<file path="src/rtl/mul_div_unit_pkg.sv">
// Shared encodings and sizing helpers for the iterative multiply/divide unit.
package mul_div_unit_pkg;

   localparam int unsigned MDU_WIDTH = 32;
   localparam int unsigned MDU_CNT_W = $clog2(MDU_WIDTH + 1);

   typedef enum logic [1:0] {
      OP_MULTU = 2'b00,
      OP_MULT  = 2'b01,
      OP_DIVU  = 2'b10,
      OP_DIV   = 2'b11
   } mdu_op_e;

   typedef enum logic [1:0] {
      ST_IDLE = 2'b00,
      ST_CALC = 2'b01,
      ST_FIX  = 2'b10
   } mdu_state_e;

   function automatic int unsigned cnt_width(input int unsigned w);
      return $clog2(w + 1);
   endfunction

   function automatic logic op_is_signed(input logic [1:0] op);
      return op[0];
   endfunction

   function automatic logic op_is_div(input logic [1:0] op);
      return op[1];
   endfunction

endpackage

</file>
<file path="src/rtl/mdu_datapath.sv">
// Working registers for one radix-2 shift-add multiply or restoring divide step per enable.
module mdu_datapath #(
   parameter int unsigned WIDTH = 32
) (
   input  logic             clk,
   input  logic             rst,
   input  logic             load,
   input  logic             step,
   input  logic             is_div,
   input  logic [WIDTH-1:0] opa,
   input  logic [WIDTH-1:0] opb,
   output logic [WIDTH-1:0] hi,
   output logic [WIDTH-1:0] lo
);

   logic [WIDTH-1:0] b_q;
   logic [WIDTH:0]   mul_sum;
   logic [WIDTH:0]   div_shift;
   logic [WIDTH+1:0] div_diff;

   // hi is the partial product / remainder, lo the multiplier / quotient shift register
   always_comb begin
      mul_sum   = {1'b0, hi} + (lo[0] ? {1'b0, b_q} : {(WIDTH+1){1'b0}});
      div_shift = {hi, lo[WIDTH-1]};
      div_diff  = {1'b0, div_shift} - {2'b00, b_q};
   end

   always_ff @(posedge clk or posedge rst) begin
      if (rst) begin
         hi  <= '0;
         lo  <= '0;
         b_q <= '0;
      end else if (load) begin
         hi  <= '0;
         lo  <= opa;
         b_q <= opb;
      end else if (step) begin
         if (is_div) begin
            if (!div_diff[WIDTH+1]) begin
               hi <= div_diff[WIDTH-1:0];
               lo <= {lo[WIDTH-2:0], 1'b1};
            end else begin
               hi <= div_shift[WIDTH-1:0];
               lo <= {lo[WIDTH-2:0], 1'b0};
            end
         end else begin
            hi <= mul_sum[WIDTH:1];
            lo <= {mul_sum[0], lo[WIDTH-1:1]};
         end
      end
   end

endmodule

</file>
<file path="src/rtl/mul_div_unit.sv">
// Iterative MULT/MULTU/DIV/DIVU unit with architectural HI/LO and MTHI/MTLO writes.
module mul_div_unit
   import mul_div_unit_pkg::*;
#(
   parameter int unsigned WIDTH = MDU_WIDTH
) (
   input  logic             clk,
   input  logic             rst,
   input  logic             start,
   input  logic [1:0]       op,
   input  logic [WIDTH-1:0] src1,
   input  logic [WIDTH-1:0] src2,
   input  logic             hiWe,
   input  logic             loWe,
   input  logic [WIDTH-1:0] writeData,
   output logic             busy,
   output logic             done,
   output logic [WIDTH-1:0] hi,
   output logic [WIDTH-1:0] lo
);

   localparam int unsigned CNT_W = cnt_width(WIDTH);

   mdu_state_e       state;
   logic [CNT_W-1:0] cnt;
   logic [1:0]       op_q;
   logic [WIDTH-1:0] src1_q;
   logic             neg_q;
   logic             neg_r;
   logic             div0_q;

   logic             a_neg, b_neg;
   logic [WIDTH-1:0] a_mag, b_mag;
   logic [WIDTH-1:0] dp_hi, dp_lo;
   logic [2*WIDTH-1:0] prod;
   logic [WIDTH-1:0] hi_n, lo_n;

   // Operand magnitudes at launch; the most-negative value maps to its own unsigned magnitude
   always_comb begin
      a_neg = op_is_signed(op) & src1[WIDTH-1];
      b_neg = op_is_signed(op) & src2[WIDTH-1];
      a_mag = a_neg ? WIDTH'(-src1) : src1;
      b_mag = b_neg ? WIDTH'(-src2) : src2;
   end

   mdu_datapath #(.WIDTH(WIDTH)) u_datapath (
      .clk    (clk),
      .rst    (rst),
      .load   ((state == ST_IDLE) && start),
      .step   (state == ST_CALC),
      .is_div (op_is_div(op_q)),
      .opa    (a_mag),
      .opb    (b_mag),
      .hi     (dp_hi),
      .lo     (dp_lo)
   );

   // Sign fix-up and divide-by-zero override applied on the FIX edge
   always_comb begin
      prod = {dp_hi, dp_lo};
      if (neg_q) prod = (2*WIDTH)'(-prod);
      if (!op_is_div(op_q)) begin
         hi_n = prod[2*WIDTH-1:WIDTH];
         lo_n = prod[WIDTH-1:0];
      end else if (div0_q) begin
         hi_n = src1_q;
         lo_n = '1;
      end else begin
         hi_n = neg_r ? WIDTH'(-dp_hi) : dp_hi;
         lo_n = neg_q ? WIDTH'(-dp_lo) : dp_lo;
      end
   end

   always_ff @(posedge clk or posedge rst) begin
      if (rst) begin
         state  <= ST_IDLE;
         cnt    <= '0;
         op_q   <= '0;
         src1_q <= '0;
         neg_q  <= 1'b0;
         neg_r  <= 1'b0;
         div0_q <= 1'b0;
         busy   <= 1'b0;
         done   <= 1'b0;
         hi     <= '0;
         lo     <= '0;
      end else begin
         done <= 1'b0;
         case (state)
            ST_IDLE: begin
               if (start) begin
                  state  <= ST_CALC;
                  busy   <= 1'b1;
                  cnt    <= '0;
                  op_q   <= op;
                  src1_q <= src1;
                  neg_q  <= a_neg ^ b_neg;
                  neg_r  <= a_neg;
                  div0_q <= (src2 == '0);
               end else begin
                  if (hiWe) hi <= writeData;
                  if (loWe) lo <= writeData;
               end
            end
            ST_CALC: begin
               cnt <= cnt + CNT_W'(1);
               if (cnt == CNT_W'(WIDTH - 1)) state <= ST_FIX;
            end
            ST_FIX: begin
               hi    <= hi_n;
               lo    <= lo_n;
               done  <= 1'b1;
               busy  <= 1'b0;
               state <= ST_IDLE;
            end
            default: state <= ST_IDLE;
         endcase
      end
   end

endmodule

</file>
<file path="config.mk">
export PLATFORM = sky130hd
export DESIGN_NAME = mul_div_unit
export DESIGN_NICKNAME = d
export VERILOG_FILES = /design/src/rtl/mul_div_unit_pkg.sv /design/src/rtl/mdu_datapath.sv /design/src/rtl/mul_div_unit.sv
export SDC_FILE = /design/constraint.sdc
export NUM_CORES = 1
export LEC_CHECK = 0
export CAP_MARGIN = 20
export CORE_MARGIN = 2
export CORE_UTILIZATION = 30
export CTS_BUF_LIST = sky130_fd_sc_hd__clkbuf_4
export DETAILED_ROUTE_END_ITERATION = 12
export PLACE_DENSITY = 0.56
export SKIP_CTS_REPAIR_TIMING = 1
export SYNTH_ARGS = -nofsm -noshare
export SYNTH_HDL_FRONTEND = slang
export SYNTH_HIERARCHICAL = 1
export SYNTH_SLANG_ARGS = --single-unit
export TNS_END_PERCENT = 20
</file>
<file path="constraint.sdc">
create_clock -name clk -period 9.3 [get_ports clk]
set_input_delay 1.86 -clock clk [delete_from_list [all_inputs] [get_ports clk]]
set_output_delay 1.86 -clock clk [all_outputs]
set_load 0.02 [all_outputs]
</file>
[After elaboration in Yosys (flattened, before gate mapping)]
Cells that the tools add are included.
Widths: inputs -> output; s select.
Word-level totals
  bits in registers: 207
  input bits: 103
  output and inout bits: 66
  logic and storage cells: 77
Cells by class
  $add $sub $neg: 8
  equal/unequal tests: 8
  mux-type cells: 32
  bitwise logic cells: 3
  reductions and logical operators: 12
Operator list (number)
  $mux 32: 20
  $neg 32->32: 4
  $pmux 32 s2: 2
  $mux 64: 1
  $neg 64->64: 1
  $sub 33x32->34: 1
  $add 32x33->33: 1
  $logic_not 32->1: 1
  $pmux 6 s2: 1
  $ne 2x2->1 const B: 5
  $reduce_and 2->1: 4
  $add 6x1->6 const B: 1
  $eq 6x5->1 const B: 1
  $mux 6: 1
  $reduce_and 3->1: 2
  $reduce_bool 2->1: 3
  $mux 2: 2
  $pmux 2 s2: 1
  $mux 1: 3
  $and 1x1->1: 2
  $eq 2x1->1 const B: 1
  $eq 2x2->1 const B: 1
  $logic_not 2->1: 1
  $pmux 1 s2: 1
  2 further kinds: 2

[Depth between registers and ports, before layout]
  word-level depth: 5
  gate-level depth with buffers: 15
  depth with buffers taken out: 13

[By module]
Netlist, hierarchy kept.
Modules (own cells, without submodules)
  mul_div_unit: times used 1, cells an instance 1196, area an instance 8997.4 µm², sequential area each 2752.6 µm²
  mdu_datapath: times used 1, cells an instance 1045, area an instance 8272.9 µm², sequential area each 2402.3 µm²

[Least setup slack after synthesis]
OpenSTA, ideal clock, no wires.
  path type: in2reg
  start point: input start
  end point: register u_datapath.b_q[22]
  setup time: 135 ps
  data arrival time: 3700 ps
  required time: 9165 ps
  setup slack: 5465 ps
  stages: 9
  buffers on the path: 5
  cell sequence: inv_1 -> or3_1 -> clkbuf_1 -> clkinv_1 -> clkbuf_1 -> clkbuf_1 -> clkbuf_1 -> buf_1 -> o21ai_0
On the way
  cells in the longest elaborated chain, start to end: 1
Ends and longest elaborated chain
  start, declared: line mul_div_unit.sv:9  | input logic start,
  $logic_and 1x1->1: line mul_div_unit.sv:49  | .load ((state == ST_IDLE) && start),
  end signal, assigned: line mdu_datapath.sv:36  | b_q <= opb;
  end, declared: line mdu_datapath.sv:16  | logic [WIDTH-1:0] b_q;
No other way between the ends.
A chain may end at the register's enable or synchronous reset.

[Worst setup path after layout]
  start point: input start
  end point: register div0_q
On the way
  cells in the longest elaborated chain, start to end: 1
Ends and longest elaborated chain
  $reduce_and 2->1 (no line)
  end signal, assigned: line mul_div_unit.sv:99  | div0_q <= (src2 == '0);
  end, declared: line mul_div_unit.sv:30  | logic div0_q;
No other way between the ends.

==> results.md <==
- The half-perimeter wire length after detailed placement is 53000 um.
- The origin of the worst min-delay path is lo[2].
- The initial antenna violation count came to 10.
- The clock latency on the worst-skew pair is 0.87 ns.
- The run finished with clean final reports.
- The worst hold path passes through 2 cells.
- The complex-gate fraction of the synthesized area is 0.240.
- Adding up every negative setup slack in the final design gives 0 ns.
- Of the total synthesized cell area, the portion taken by AND, OR, NAND and NOR gates is 0.232.
- After detailed routing, the number of vias per cell comes to 5.65.
- The path category of the worst min-delay check is reg -> reg.
- The post-synthesis instance area is 17300 um^2.
- The endpoint class of the critical path is a flop.
- The measured slew at the worst slew-check pin is 1.06 ns.
- The effective utilization at floorplan is 0.305.
- The count of flip-flops with a built-in enable after synthesis is 0.
- The number of unique standard cell types used by synthesis is 82.
- Setup repair after global routing left no endpoint under its margin.
- The TritonCTS buffer count is 61.
- The total of warnings raised by yosys is 6.
- The remaining antenna violation count after routing is 0.
- In this run the critical register-to-register path is captured at u_datapath/hi[31].
- The power density over the cells is 324 nW/um^2.
- For this run, design rule violations remaining after detail routing come to 0.
- Summed over all layers, the global routing overflow is 0.
- The number of nets handed over by synthesis was 2415.
- Yosys attributes the largest share of cell area to sky130_fd_sc_hd__dfrtp_1 30%, sky130_fd_sc_hd__nand2_1 6.8%, sky130_fd_sc_hd__o21ai_0 6.2%.
- The share of the synthesized netlist area taken by xor and xnor gates is 0.0852.
- The largest family of logic cells by synthesized area is compound AO/OA/AOI/OAI gates.
- The wire length per cell after detailed routing is 21.9 um.
- In this run the clock root is driven by a sky130_fd_sc_hd__clkbuf_4.
- The final route contains 17900 vias.
- The worst setup path is of the in -> reg kind.
- The core outline area is 56600 um^2.
- The part of the Yosys area used for sequential elements is 0.298.
- Entering global routing, the biggest net connects 118 pins.
- The global-route wire length before repair is 104000 um.
- The number of cell rows is 87.
- Of the total synthesized cell area, the portion taken by full adders, half adders and majority gates is 0.0523.
- TritonCTS built the clock tree.
- The data arrival at the endpoint of the critical path is 4.80 ns.
- In the synthesized netlist the dominant register cell turns out to be sky130_fd_sc_hd__dfrtp_1.
- Prior to clock tree synthesis, the placed netlist has a worst setup slack of 4.38 ns.
- By count the netlist is led by 313 x sky130_fd_sc_hd__nand2_1, 213 x sky130_fd_sc_hd__o21ai_0, 206 x sky130_fd_sc_hd__dfrtp_1.
- Yosys instantiated no cell more often than sky130_fd_sc_hd__nand2_1.
- The die extent in x is 244 um.
- Along the worst path, the maximum fanout reaches 117.
- The number of nets in the layout is 2534.
- The total track usage is 0.227.
- The layout cell share with drive strength beyond 1 is 0.0656.
- The clock skew after layout is 0.0760 ns.
- The sum of routed wire length over all layers is 69600 um.
- The final critical-path share of the clock period is 0.438.
- The number of endpoints with negative hold slack in the final report is 0.
- The largest buffer count on any clock path is 3.
- The congestion estimate from routability-driven global placement came to 0.973.
- The number of cells on the worst reg-to-reg path is 13.
- The end point of the most critical hold path is lo[2].
- The clock sink total is 206.
- The minimum hold slack is 0.482 ns.
- The total iterations of the first detailed-routing run is 7.
- Static timing analysis puts the maximum clock frequency at 0.245 GHz.
- The mean area per synthesized cell is 7.71 um^2.
- The multiplexer fraction of the synthesized cell area is 0.0404.
- The startpoint of the lowest-slack register-to-register path is u_datapath/lo[0].
- The cell leakage power is 0.00823 uW.
- The via count of the first global-routing pass was 16800.
- The H-tree was split into 2 levels.
- The worst max-slew margin expressed relative to the limit is 0.291.
- Clock-pin slew was measured on the worst setup and hold paths at 0.06 ns.
- The die span in y is 244 um.
- The number of top-level pins is 169.
- After synthesis, the share of flip-flops with an asynchronous set or reset is 1.00.
- The area share of the leading cell type in the synthesized netlist is 0.298.
- The cell taking the most area after synthesis is sky130_fd_sc_hd__dfrtp_1.
- The number of maximum-capacitance violations is 0.
- The detailed router finished its first iteration with 1476 violations.
- The count of pins over their slew limit is 0.
- The area growth from synthesis to layout is 17.8%.
- The synthesized design contains 206 register bits.
- Setup violations remaining at the end of the flow were counted as 0.
- VDD sags by at most 0.142 mV.
- The post-synthesis cell count is 2241.
- STA puts the critical path data required time at 10.02 ns.
- The routed design could run at a clock period as short as 4.08 ns.
- STA classifies the critical path startpoint as an input pin.
- The slack of the worst reg-to-reg path is 5.50 ns.
- The number of port buffers is 168.
- Across all setup checks in the final design, the least slack found is 5.22 ns.
- The area of the die is 59500 um^2.
flip-flops by register name, indices dropped and copies added, names as in the netlist:
name and cells:
u_datapath/hi 32, neg_q 1, lo 32, busy 1, u_datapath/lo 32, src1_q 32, neg_r 1, u_datapath/b_q 32
cnt 6, hi 32, state 2, op_q 1, div0_q 1, done 1
per-stage QoR:
stage               cell area, um^2  power (uW)   util  cells
floorplan                     17300        4360      -   2241
global placement              19500        5570  0.345   3052
detailed placement            19500        5620  0.345   3052
CTS                           20300        6540  0.359   3165
global route                  20300        7080  0.359   3169
finish                        20300        6580  0.359   3169
layout by cell type, fill, tap and decap left out, drive strengths merged, types with 19 or more instances in the layout:
master | synthesis | routed
or4 | 29 | 29
a31oi | 22 | 22
o22ai | 26 | 26
a21oi | 176 | 176
clkinv | 5 | 27
nor3 | 48 | 48
and2 | 42 | 42
nor4 | 40 | 40
a21o | 19 | 19
clkbuf | 104 | 89
nor2 | 181 | 181
dfrtp | 206 | 206
o21ai | 217 | 217
nand4 | 30 | 30
xnor2 | 106 | 106
buf | 34 | 26
nand2 | 313 | 313
inv | 84 | 86
ha | 69 | 69
xor2 | 62 | 62
a211oi | 20 | 20
o211ai | 26 | 26
nand3 | 33 | 33
clkdlybuf4s50 | 0 | 168
o31ai | 33 | 33
mux2i | 64 | 64
or3 | 29 | 29
cell type report:
class / instances / area, um^2
Fill cell: 6065 / 36300
Sequential cell: 206 / 5160
Clock inverter: 24 / 118
Timing Repair Buffer: 194 / 1880
Multi-Input combinational cell: 1808 / 11200
Inverter: 89 / 342
Antenna cell: 3 / 7.51
Tap cell: 756 / 946
Clock buffer: 89 / 668
kinds of logic (layout without fill, tap and decap cells):
logic type,count (synthesis),after routing
simple gates,829,829
compound gates,671,671
buf+inv,227,396
flops,206,206
xor+xnor,168,168
fa+ha+maj,71,71
mux,69,69
other cells,0,3
where the power goes:
group / internal [uW] / switching (uW) / leakage (uW)
logic: 1580 / 2200 / 0.00526
registers: 1210 / 707 / 0.00250
clock network: 443 / 448 / 0.000467
worst max path at each step:
stage           from           endpoint  cells after the start
6_report       start             div0_q                      8
5_1_grt        start  u_datapath/lo[21]                      7
4_1_cts        start             div0_q                      8
3_5_place_dp   start             div0_q                      8
3_3_place_gp   start             div0_q                      8
2_1_floorplan    rst               busy                      1
per-layer routing:
layer | up-vias | global-route usage | routed length [um]
met2 | 776 | 0.361 | 31600
met1 | 8589 | 0.307 | 30400
li1 | 8384 | - | -
met3 | 149 | 0.0382 | 5020
met5 | - | 0 | 99
met4 | 16 | 0.0834 | 2460
worst max-delay path: stages:
cell and delay, ns:
sky130_fd_sc_hd__clkdlybuf4s50_1 0.49, sky130_fd_sc_hd__inv_1 0.06, sky130_fd_sc_hd__or3_1 0.31, sky130_fd_sc_hd__buf_4 0.28, sky130_fd_sc_hd__inv_4 0.47, sky130_fd_sc_hd__buf_4 0.87
sky130_fd_sc_hd__nand3_1 0.21, sky130_fd_sc_hd__o21ai_0 0.13
Power figures use the tool's default switching activity.
